### src/rtl/aes_sbox.sv
// aes_sbox: registered FIPS-197 forward S-box applied independently to NUM byte lanes
module aes_sbox #(
  parameter int NUM = 1
) (
  input  logic             clk,
  input  logic             rst_n,
  input  logic             in_valid,
  input  logic [8*NUM-1:0] data_in,
  output logic             out_valid,
  output logic [8*NUM-1:0] data_out
);
  // Row-major FIPS-197 table: entry 00 sits in the top byte, entry ff in the bottom byte
  localparam logic [2047:0] SBOX = {
    128'h637c777bf26b6fc53001672bfed7ab76,
    128'hca82c97dfa5947f0add4a2af9ca472c0,
    128'hb7fd9326363ff7cc34a5e5f171d83115,
    128'h04c723c31896059a071280e2eb27b275,
    128'h09832c1a1b6e5aa0523bd6b329e32f84,
    128'h53d100ed20fcb15b6acbbe394a4c58cf,
    128'hd0efaafb434d338545f9027f503c9fa8,
    128'h51a3408f929d38f5bcb6da2110fff3d2,
    128'hcd0c13ec5f974417c4a77e3d645d1973,
    128'h60814fdc222a908846eeb814de5e0bdb,
    128'he0323a0a4906245cc2d3ac629195e479,
    128'he7c8376d8dd54ea96c56f4ea657aae08,
    128'hba78252e1ca6b4c6e8dd741f4bbd8b8a,
    128'h703eb5664803f60e613557b986c11d9e,
    128'he1f8981169d98e949b1e87e9ce5528df,
    128'h8ca1890dbfe6426841992d0fb054bb16
  };

  function automatic logic [7:0] sbox(input logic [7:0] b);
    return SBOX[{~b, 3'b000} +: 8];
  endfunction

  logic [8*NUM-1:0] w_sub;
  logic [8*NUM-1:0] r_data;
  logic             r_valid;

  for (genvar i = 0; i < NUM; i++) begin : g_lane
    assign w_sub[8*i +: 8] = sbox(data_in[8*i +: 8]);
  end

  always_ff @(posedge clk or negedge rst_n) begin
    if (!rst_n) begin
      r_data  <= '0;
      r_valid <= 1'b0;
    end else begin
      r_data  <= w_sub;
      r_valid <= in_valid;
    end
  end

  assign data_out  = r_data;
  assign out_valid = r_valid;
endmodule

### config.mk
export PLATFORM = sky130hd
export DESIGN_NAME = aes_sbox
export DESIGN_NICKNAME = d
export VERILOG_FILES = /design/src/rtl/aes_sbox.sv
export SDC_FILE = /design/constraint.sdc
export NUM_CORES = 1
export LEC_CHECK = 0
export CAP_MARGIN = 25
export CORE_UTILIZATION = 45
export DETAILED_ROUTE_END_ITERATION = 6
export MAX_ROUTING_LAYER = met4
export PLACE_DENSITY_LB_ADDON = 0.15
export SLEW_MARGIN = 20
export SYNTH_ARGS = -nofsm -noshare
export SYNTH_HDL_FRONTEND = slang
export SYNTH_SLANG_ARGS = --single-unit
### constraint.sdc
create_clock -name clk -period 0.8 [get_ports clk]
set_input_delay 0.16 -clock clk [delete_from_list [all_inputs] [get_ports clk]]
set_output_delay 0.16 -clock clk [all_outputs]
set_load 0.05 [all_outputs]
==> results_dict.tcl, run 1 <==
set metrics [dict create \
    status "finished, violations left" \
    violations "negative setup slack" \
    fin_crit_ns 1.96 \
    p_per_area_mw_per_mm2 894 \
    max_freq_mhz 510 \
    grt_start_max_net_pins 34 \
    routabilityCongestion 1.19 \
    drtPass1Iterations 6 \
    grt_pass1_vias 6141 \
    rows 32 \
    vias_per_cell 7.32 \
    cts_root_buf "clkbuf_8" \
    track_usage 0.548 \
    slew_headroom 0.609 \
    critPathKind "in2reg" \
    cp.required_ns 0.86 \
    synth.avg_cell_area_um2 6.62 \
    synthTopCellsByArea "o21ai_0, a21oi_1, buf_2" \
    synth-seq-cells 9 \
    htreeDepth 1 \
    finalPower_mw 5.60 \
    cts_tree "yes" \
    synth_flop_cell "dfrtp_1" \
    min_path_type "in2async" \
    slew_viol_final 0 \
    core_mm2 0.00785 \
    grt_overflow_total 0 \
    ir_drop_mv 0.595 \
    numPortBuffers 19 \
    drtAntennaViolNets 0 \
    crit_start "data_in[7]" \
    drt-initial-drc-count 1132 \
    synth_seq_area_share 0.0605 \
    tightest_slew_ns 0.587 \
    syn_area_mm2 0.00372 \
    max-cap-violations 0 \
    setup_viol 17 \
    io_pins 20 \
    crit_path_end "data_out[4]$_DFF_PN0_" \
    critPathArrivalTime_ns 2.02 \
    finalHoldViolCount 0 \
    rsz0062_at_grt "true" \
    path_clk_slew_ns 0.05 \
    n_antenna_cell 0 \
    cp-end-kind "register" \
    layout-drive-gt1-share 0.481 \
    drt-total-wl_um 22700 \
    die_h_um 92.9 \
    cts_buffers 3 \
    ys_types 73 \
    clockBufferDepth 2 \
    clock-sinks 9 \
    dieArea_mm2 0.00864 \
    initial_core_util 0.474 \
    syn_inst 562 \
    hold_buffers 0 \
    finalWorstSetupSlack_ns -1.16 \
    syn_nets 588 \
    vias 6255 \
    die-width_um 92.9 \
    synth_edf_count 0 \
    tns_ns -9.67 \
    wl_per_cell_um 26.5 \
    final_net_count 780 \
    grt_pass1_wl_um 34700 \
    yosys.area.top_type "o21ai_0" \
    synthArstFlopShare 1.00 \
    synth.top_cell.area_share 0.0794 \
    netlist_top_cells_count "o21ai_0, a21oi_1, nand2_1, buf_2, nor2_1" \
    dp_hpwl_um 16400 \
    leakage_nw 2.61 \
    grt_antenna_before_repair 0 \
    worst_setup_path_start_kind "input port" \
    areaGrowthSynthToFinish_pct 68.2 \
    synth_most_common_cell "o21ai_0" \
    ys_warn_count 0 \
    post-route-util 0.797 \
    cp_max_fo 7 \
    post-route-drc-count 0 \
    fin_crit_sh 2.45 \
]
[registers in the layout, summed over array words and instances (netlist names)]
signal,cells
data_out,8
out_valid,1
[metal layers]
metal	vias up	share of wire	track usage	wire, um
met1	2771	0.34	0.639	7710
met4	0	0.10	0.365	2290
met5	-	0	-	0
met3	255	0.15	0.154	3350
li1	2530	-	-	-
met2	699	0.41	0.817	9330
[worst min-delay path by stage]
stage               slack, ns  depth (start not counted)               endpoint
global route             0.26                          2  data_out[5]$_DFF_PN0_
global placement         0.50                          2  data_out[5]$_DFF_PN0_
detailed placement       0.50                          2  data_out[5]$_DFF_PN0_
floorplan               -0.14                          0  data_out[0]$_DFF_PN0_
CTS                      0.26                          2  data_out[5]$_DFF_PN0_
finish                   0.26                          2  data_out[5]$_DFF_PN0_
[layout by cell type, fill, tap and decap left out, drive strengths merged, types with 4 or more instances in the layout]
cell type	count
a31oi	13
ha	15
dfrtp	9
o211ai	12
nand3	12
and2	9
or2	4
o21ai	63
nand2	48
o221ai	8
o22ai	4
a211oi	23
clkdlybuf4s50	4
a21oi	52
o31ai	7
or3	4
nand2b	15
nor2b	23
mux4	4
o311a	5
buf	254
a311oi	6
o311ai	9
a311o	5
nor3	25
nor3b	4
mux2	5
clkbuf	4
nor2	46
inv	7
[cell families (layout without fill, tap and decap cells)]
| family | after synthesis | in the layout | share of synthesized area |
|---|---|---|---|
| XOR/XNOR | 1 | 1 | 0.00235 |
| flip-flops | 9 | 9 | 0.0605 |
| multiplexers | 12 | 12 | 0.0474 |
| buffers and inverters | 78 | 269 | 0.112 |
| adder cells (fa/ha/maj) | 15 | 15 | 0.0504 |
| AO/OA/AOI/OAI | 247 | 247 | 0.452 |
| AND/OR/NAND/NOR | 200 | 200 | 0.275 |
[area by class of cell]
type                    count  area [um^2]
clock buffers               4         45.0
fillers                   529         1590
inverters                   7         36.3
multi-input cells         475         3560
flip-flops and latches      9          225
well taps                 102          128
repair buffers            258         2260
[stage by stage]
step / hold WS, ns / cell area, um^2 / std cells / setup slack [ns]
floorplan: -0.136 / 3810 / 562 / -1.09
global placement: 0.496 / 5550 / 833 / -2.01
detailed placement: 0.497 / 5550 / 833 / -1.95
CTS: 0.264 / 6140 / 855 / -1.02
global route: 0.261 / 6260 / 855 / -1.14
finish: 0.261 / 6260 / 855 / -1.16
[what timing repair did]
action	4_1_cts	5_1_grt
pin swaps	40	14
gates resized for setup	114	25
buffers inserted	20	0
endpoints found under the hold margin	0	0
endpoints found under the setup margin	17	17
cloned	0	0
[critical path, cell delays in order]
cell and delay [ns]:
clkdlybuf4s50_1 0.48, buf_4 0.18, buf_4 0.21, nand2b_1 0.22, buf_4 0.15, a211oi_1 0.05
a222oi_1 0.58
[report_power, final]
group          switching, mW  leakage [nW]  internal (mW)  total (mW)
Combinational           2.45          2.49           2.03        4.48
Clock                  0.189        0.0228          0.348       0.537
Sequential            0.0609         0.105          0.519       0.580
Note: power is estimated with default switching activity, not from simulation.
==> run 2, diff against run 1 <==
--- a/config.mk
+++ b/config.mk
@@ -8,6 +8,7 @@
 export CAP_MARGIN = 25
 export CORE_UTILIZATION = 45
 export DETAILED_ROUTE_END_ITERATION = 6
+export GPL_ROUTABILITY_DRIVEN = 0
 export MAX_ROUTING_LAYER = met4
 export PLACE_DENSITY_LB_ADDON = 0.15
 export SLEW_MARGIN = 20
==> results_dict.tcl, run 2 (synthesis gave the netlist of run 1 again) <==
set metrics [dict create \
    status "finished, violations left" \
    violations "design-rule violations, negative setup slack" \
    drt-total-wl_um 20800 \
    vias 6136 \
    cp-end-kind "register" \
    clockBufferDepth 2 \
    grt_pass1_vias 5784 \
    clock-sinks 9 \
    max_freq_mhz 524 \
    grt_antenna_before_repair 0 \
    grt_overflow_total 0 \
    place_area_mm2 0.00532 \
    grt_start_max_net_pins 41 \
    critPathArrivalTime_ns 1.99 \
    drt-initial-drc-count 1381 \
    leakage_nw 2.47 \
    stdcell_count 825 \
    dp_hpwl_um 14500 \
    areaGrowthSynthToFinish_pct 59.3 \
    max-cap-violations 0 \
    final_net_count 750 \
    drtPass1Iterations 7 \
    post-route-util 0.756 \
    dieArea_mm2 0.00864 \
    io_pins 20 \
    cts_buffers 3 \
    rows 32 \
    cts_tree "yes" \
    grt_pass1_wl_um 31400 \
    timing.hold.ws_ns 0.249 \
    finalWorstSetupSlack_ns -1.11 \
    p_per_area_mw_per_mm2 906 \
    vias_per_cell 7.44 \
    cp_max_fo 22 \
    track_usage 0.489 \
    cts_root_buf "clkbuf_8" \
    worst_setup_path_start_kind "input port" \
    path_clk_slew_ns 0.05 \
    die-width_um 92.9 \
    ir_drop_mv 0.427 \
    slew_viol_final 0 \
    core_mm2 0.00785 \
    rsz0062_at_grt "true" \
    largest_reg_flops 8 \
    tightest_slew_ns 0.607 \
    drtAntennaViolNets 0 \
    dpl.cell_count 799 \
    numPortBuffers 19 \
    fin_crit_sh 2.39 \
    final_common_cell "buf_4" \
    setup_viol 17 \
    n_antenna_cell 0 \
    die_h_um 92.9 \
    finalPower_mw 5.37 \
    post-route-drc-count 72 \
    cp.required_ns 0.88 \
    htreeDepth 1 \
    min_path_type "in2async" \
    most-common-layout-cells "buf_4, o21ai_0, a21oi_1" \
    stdcell_area_mm2 0.00593 \
    fin_crit_ns 1.91 \
    slew_headroom 0.596 \
    n_fill_cell 597 \
    initial_core_util 0.474 \
    finalHoldViolCount 0 \
    wl_per_cell_um 25.2 \
    layout-drive-gt1-share 0.445 \
    critPathKind "in2reg" \
]
==> run 2: changes by cell type in the layout (fill, tap and decap cells not counted), sizes merged <==
cell	change
buf	-31
clkbuf	+1
clkdlybuf4s50	-1
dlymetal6s2s	+1
==> run 2: final timing paths <==
check	startpoint	endpoint	slack [ns]	cells past startpoint
min in group clk	in_valid	out_valid$_DFF_PN0_	0.37	1
max	data_in[0]	data_out[4]$_DFF_PN0_	-1.11	7
max in group asynchronous	rst_n	out_valid$_DFF_PN0_	0.44	2
min	rst_n	data_out[4]$_DFF_PN0_	0.25	2
==> run 2: area by class of cell <==
| type | instances | area [um^2] | share of cell area |
|---|---|---|---|
| clock buffers | 4 | 45.0 | 0.00760 |
| inverters | 7 | 41.3 | 0.00696 |
| multi-input cells | 475 | 3420 | 0.577 |
| flip-flops and latches | 9 | 225 | 0.0380 |
| well taps | 102 | 128 | 0.0215 |
| repair buffers | 228 | 2070 | 0.349 |
==> run 2: timing repair <==
| item | in CTS | in global routing |
|---|---|---|
| setup endpoints to repair | 17 | 17 |
| gates cloned | 0 | 1 |
| setup buffers | 15 | 7 |
| pin swaps | 19 | 17 |
| hold buffers | 0 | 0 |
| resized for setup | 58 | 53 |
==> run 2: metrics by stage <==
step                worst slack [ns]  TNS, ns
floorplan                      -1.09    -8.20
global placement               -1.89   -14.52
detailed placement             -1.97   -14.75
CTS                            -1.08    -9.28
global route                   -1.07    -9.75
finish                         -1.11    -9.37
==> run 2: power by group <==
| part | internal [mW] | total (mW) | switching (mW) |
|---|---|---|---|
| clock | 0.349 | 0.553 | 0.204 |
| combinational | 1.92 | 4.24 | 2.32 |
| sequential | 0.520 | 0.576 | 0.0564 |
==> run 2: critical path: stages <==
cell and delay [ns]:
buf_12 0.09, buf_4 0.27, and2b_1 0.30, buf_4 0.18
a221o_1 0.38, a211oi_1 0.37, a222oi_1 0.23
==> run 2: per-layer routing <==
| layer | track usage | wire [um] | vias to the layer above |
|---|---|---|---|
| li1 | - | - | 2471 |
| met1 | 0.556 | 6650 | 2679 |
| met2 | 0.700 | 8300 | 699 |
| met3 | 0.182 | 3570 | 287 |
| met4 | 0.349 | 2260 | 0 |
| met5 | - | 0 | - |
==> run 3, diff against run 2 <==
--- a/config.mk
+++ b/config.mk
@@ -7,10 +7,12 @@
 export LEC_CHECK = 0
 export CAP_MARGIN = 25
 export CORE_UTILIZATION = 45
+export CTS_CLUSTER_SIZE = 28
 export DETAILED_ROUTE_END_ITERATION = 6
 export GPL_ROUTABILITY_DRIVEN = 0
 export MAX_ROUTING_LAYER = met4
 export PLACE_DENSITY_LB_ADDON = 0.15
+export SKIP_LAST_GASP = 1
 export SLEW_MARGIN = 20
 export SYNTH_ARGS = -nofsm -noshare
 export SYNTH_HDL_FRONTEND = slang
==> results_dict.tcl, run 3 (synthesis gave the netlist of run 1 again) <==
set metrics [dict create \
    dp_hpwl_um 14500 \
    grt_antenna_before_repair 0 \
    violations "design-rule violations, negative setup slack" \
    vias_per_cell 7.52 \
    initial_core_util 0.474 \
    rows 32 \
    fin_crit_ns 1.93 \
    vias 6203 \
    drt-total-wl_um 20800 \
    crit_start "data_in[2]" \
    drtPass1Iterations 7 \
    areaGrowthSynthToFinish_pct 59.0 \
    cp_max_fo 20 \
    grt_overflow_total 0 \
    die_h_um 92.9 \
    finalHoldViolCount 0 \
    clock-sinks 9 \
    drtAntennaViolNets 0 \
    ir_drop_mv 0.428 \
    post-route-drc-count 203 \
    cp.required_ns 0.87 \
    slew_viol_final 0 \
    finalWorstSetupSlack_ns -1.13 \
    min_path_type "in2async" \
    largest_reg_flops 8 \
    cts_buffers 3 \
    rsz0062_at_grt "true" \
    preCtsSetupSlack_ns -1.97 \
    max_freq_mhz 518 \
    finalPower_mw 5.37 \
    grt_pass1_vias 5784 \
    n_antenna_cell 0 \
    layout-drive-gt1-share 0.441 \
    fin_crit_sh 2.41 \
    post-route-util 0.754 \
    final_common_cell "buf_4" \
    worst_setup_path_start_kind "input port" \
    critPathKind "in2reg" \
    cp-end-kind "register" \
    p_per_area_mw_per_mm2 907 \
    numPortBuffers 19 \
    grt_pass1_wl_um 31400 \
    status "finished, violations left" \
    cts_tree "yes" \
    max-cap-violations 0 \
    core_mm2 0.00785 \
    dieArea_mm2 0.00864 \
    slew_headroom 0.589 \
    clockBufferDepth 2 \
    cts_root_buf "clkbuf_8" \
    final_net_count 750 \
    htreeDepth 1 \
    critPathArrivalTime_ns 2.00 \
    path_clk_slew_ns 0.05 \
    io_pins 20 \
    track_usage 0.489 \
    leakage_nw 2.47 \
    grt_start_max_net_pins 41 \
    setup_viol 17 \
    most-common-layout-cells "buf_4, o21ai_0, a21oi_1" \
    hold_buffers 0 \
    wl_per_cell_um 25.2 \
    die-width_um 92.9 \
    tightest_slew_ns 0.616 \
    drt-initial-drc-count 1380 \
    tns_ns -9.55 \
]
==> run 3: cell types whose count changed in the layout (fill, tap and decap cells not counted) <==
cell	change
nor2_2	-1
nor2_1	+1
nor3_2	-2
nor3_1	+2
==> run 3: cell type report <==
| cell class | instances | area [um^2] |
|---|---|---|
| Clock buffer | 4 | 45.0 |
| Fill cell | 602 | 1930 |
| Inverter | 7 | 41.3 |
| Multi-Input combinational cell | 475 | 3410 |
| Sequential cell | 9 | 225 |
| Tap cell | 102 | 128 |
| Timing Repair Buffer | 228 | 2070 |
==> run 3: power by group <==
group	total [mW]	internal, mW	switching [mW]	leakage, nW
clock	0.554	0.349	0.205	0.0228
combinational	4.24	1.92	2.32	2.34
sequential	0.576	0.520	0.0562	0.105
total	5.37	2.79	2.58	2.47
==> run 3: repair_timing <==
| item | in CTS | in global routing |
|---|---|---|
| gates cloned | 0 | 1 |
| gates resized for setup | 58 | 50 |
| setup buffers | 15 | 7 |
| setup endpoints to repair | 17 | 17 |
| pin swaps | 19 | 17 |
==> run 3: worst max-delay path: stages <==
cell and delay, ns:
buf_4 0.19, buf_12 0.18, nor3b_2 0.16, buf_4 0.16, o21ai_2 0.18, o21ai_1 0.09
a22oi_1 0.25, a21oi_2 0.09, a222oi_1 0.52
==> run 3: worst paths after layout <==
kind | endpoint | slack (ns)
worst max-delay path | data_out[4]$_DFF_PN0_ | -1.13
max in group asynchronous | out_valid$_DFF_PN0_ | 0.45
worst min-delay path | data_out[4]$_DFF_PN0_ | 0.25
min in group clk | out_valid$_DFF_PN0_ | 0.37
==> run 3: metal layers <==
layer | track usage | vias to the layer above | routed length (um) | share of wire
li1 | - | 2466 | - | -
met1 | 0.556 | 2701 | 6660 | 0.32
met2 | 0.700 | 740 | 8220 | 0.39
met3 | 0.182 | 296 | 3480 | 0.17
met4 | 0.349 | 0 | 2460 | 0.12
met5 | - | - | 0 | 0
==> run 3: stage by stage <==
stage | instances | hold slack [ns] | instance area [um^2]
after CTS | 818 | 0.248 | 5680
after global routing | 825 | 0.251 | 5920
after detailed placement | 799 | 0.503 | 5320
final | 825 | 0.249 | 5920
after floorplan | 562 | -0.136 | 3810
after global placement | 799 | 0.497 | 5320
==> RTL change: new RTL, config.mk and constraints of run 1 <==
Register the inputs `in_valid` and `data_in` before use. The logic sees them one clock later.
--- a/src/rtl/aes_sbox.sv
+++ b/src/rtl/aes_sbox.sv
@@ -31,2 +31,10 @@
 
+  logic in_valid_q;
+  logic [8*NUM-1:0] data_q;
+
+  always_ff @(posedge clk) begin
+    in_valid_q <= in_valid;
+    data_q     <= data_in;
+  end
+
   function automatic logic [7:0] sbox(input logic [7:0] b);
@@ -40,3 +48,3 @@
   for (genvar i = 0; i < NUM; i++) begin : g_lane
-    assign w_sub[8*i +: 8] = sbox(data_in[8*i +: 8]);
+    assign w_sub[8*i +: 8] = sbox(data_q[8*i +: 8]);
   end
@@ -49,3 +57,3 @@
       r_data  <= w_sub;
-      r_valid <= in_valid;
+      r_valid <= in_valid_q;
     end
Behaviour: not the same (a bounded check fails within 4 cycles, from zero or initial values and one cycle with rst_n low).
==> RTL change against run 1 <==
The flow finishes with violations (DRC, setup timing); global-route usage decreased by 4.4 points; design area is 4.6% lower; worst setup slack worse by 0.29 ns; routed wire length shrank 6.1%; sequential cell count is 9 higher; synthesized area is 4.8% higher; utilization is 7.8 points lower; total power rose by 8.2%; largest cell class unchanged; largest power group unchanged.
==> RTL change: results (changes against run 1) <==
** Worst setup path
- The maximum fanout along the worst path was 9 (+2).
- Critical path's slowest cell :: mux4_2
- The critical path ends at data_out[5].
- The worst setup path is of the reg2reg kind.
- The data arrival time of the worst path was 2.40 ns (+0.38 ns).
- The critical path's largest stage delay was 0.51 ns (-0.07 ns).

** Outcome
- Violations in the final reports :: DRC, setup timing
- The flow ran to the end, but the final reports show violations.

** Global route
- Global Route Usage Sum :: 0.505 (-0.0437)
- Maximum number of pins on one net before global-route repair :: 47 (+38%)
- The global-route wire length before repair is 32.6 mm (-6.0%).
- The via count of the first global-routing pass came to 5,593 (-8.9%).
- The met2 demand-to-capacity share in global routing came to 0.718 (-0.0995).
- Global-route track usage on met3 :: 0.149 (-0.00523)
- The global-route met1 utilization came to 0.618 (-0.0215).

** Routing
- The via count is 5,841 (-6.6%).
- DRC Markers :: 43 (+43)
- The number of DRC violations after detailed-routing iteration 0 was 999 (-12%).
- The number of iterations in the first detailed-routing pass came to 7 (+1).

** Finish
- The final net count came to 753 (-3.5%).

** Yosys
- Async set-reset flop share out of synthesis :: 0.500 (-0.500)
- The number of standard cells after synthesis is 571 (+1.6%).
- Area contributors post-synth :: o21ai_0, a21oi_1, buf_2
- Unique masters post-synth :: 74 (+1.4%)

** STA
- Slew @ Worst Pin :: 0.544 ns (-0.0423 ns)
- The setup-violating endpoint count in the final report is 17 (unchanged).
- Worst Slack Setup Final :: -1.45 ns (-0.286 ns)

** Clock tree
- The clock-pin slew on the worst setup and hold paths was 0.11 ns (+0.06 ns).

** Placed design
- The routability congestion estimate came to 1.18 (-1.2%).
- The count of placed standard cells including taps is 818 (-1.8%).

** Pwr
- Leakage :: 2.47 nW (-5.6%)
[RTL change: metal layers]
metal  vias up  wire (um)
met1      2561       7620
li1       2497          -
met5         -          0
met2       598       8660
met4         0       1830
met3       185       3200
[RTL change: kinds of logic after synthesis]
family,share of synthesized area
buf+inv,0.107
xor+xnor,0.00225
fa+ha+maj,0.0481
mux,0.0452
compound gates,0.431
simple gates,0.263
flops,0.104
[RTL change: area by class of cell]
class | instances | area (sq um)
clock buffers | 4 | 55.1
fillers | 690 | 2330
inverters | 7 | 37.5
multi-input cells | 475 | 3320
flip-flops and latches | 18 | 422
well taps | 105 | 131
repair buffers | 222 | 2000
[RTL change: per-stage QoR]
| stage | worst slack [ns] | power [mW] | setup TNS, ns | utilization | hold slack [ns] |
|---|---|---|---|---|---|
| after floorplan | -1.33 | 2.95 | -10.28 | - | -0.136 |
| after global placement | -1.54 | 4.67 | -11.00 | 0.676 | 0.317 |
| after detailed placement | -1.60 | 4.71 | -11.32 | 0.676 | 0.320 |
| after CTS | -1.36 | 5.80 | -12.37 | 0.712 | 0.196 |
| after global routing | -1.49 | 6.22 | -13.40 | 0.719 | 0.196 |
| final | -1.45 | 6.06 | -12.92 | 0.719 | 0.178 |
[RTL change: what timing repair did]
| action | in CTS | in global routing |
|---|---|---|
| endpoints found under the setup margin | 17 | 17 |
| pin swaps | 21 | 3 |
| resized for setup | 60 | 12 |
| setup buffers | 9 | 2 |
[RTL change: report_power, final]
| group | internal [mW] | switching [mW] | total, mW | leakage [nW] |
|---|---|---|---|---|
| Sequential | 0.984 | 0.0953 | 1.08 | 0.182 |
| Clock | 0.442 | 0.476 | 0.919 | 0.0288 |
| Combinational | 1.85 | 2.21 | 4.06 | 2.26 |
| Total | 3.28 | 2.78 | 6.06 | 2.47 |
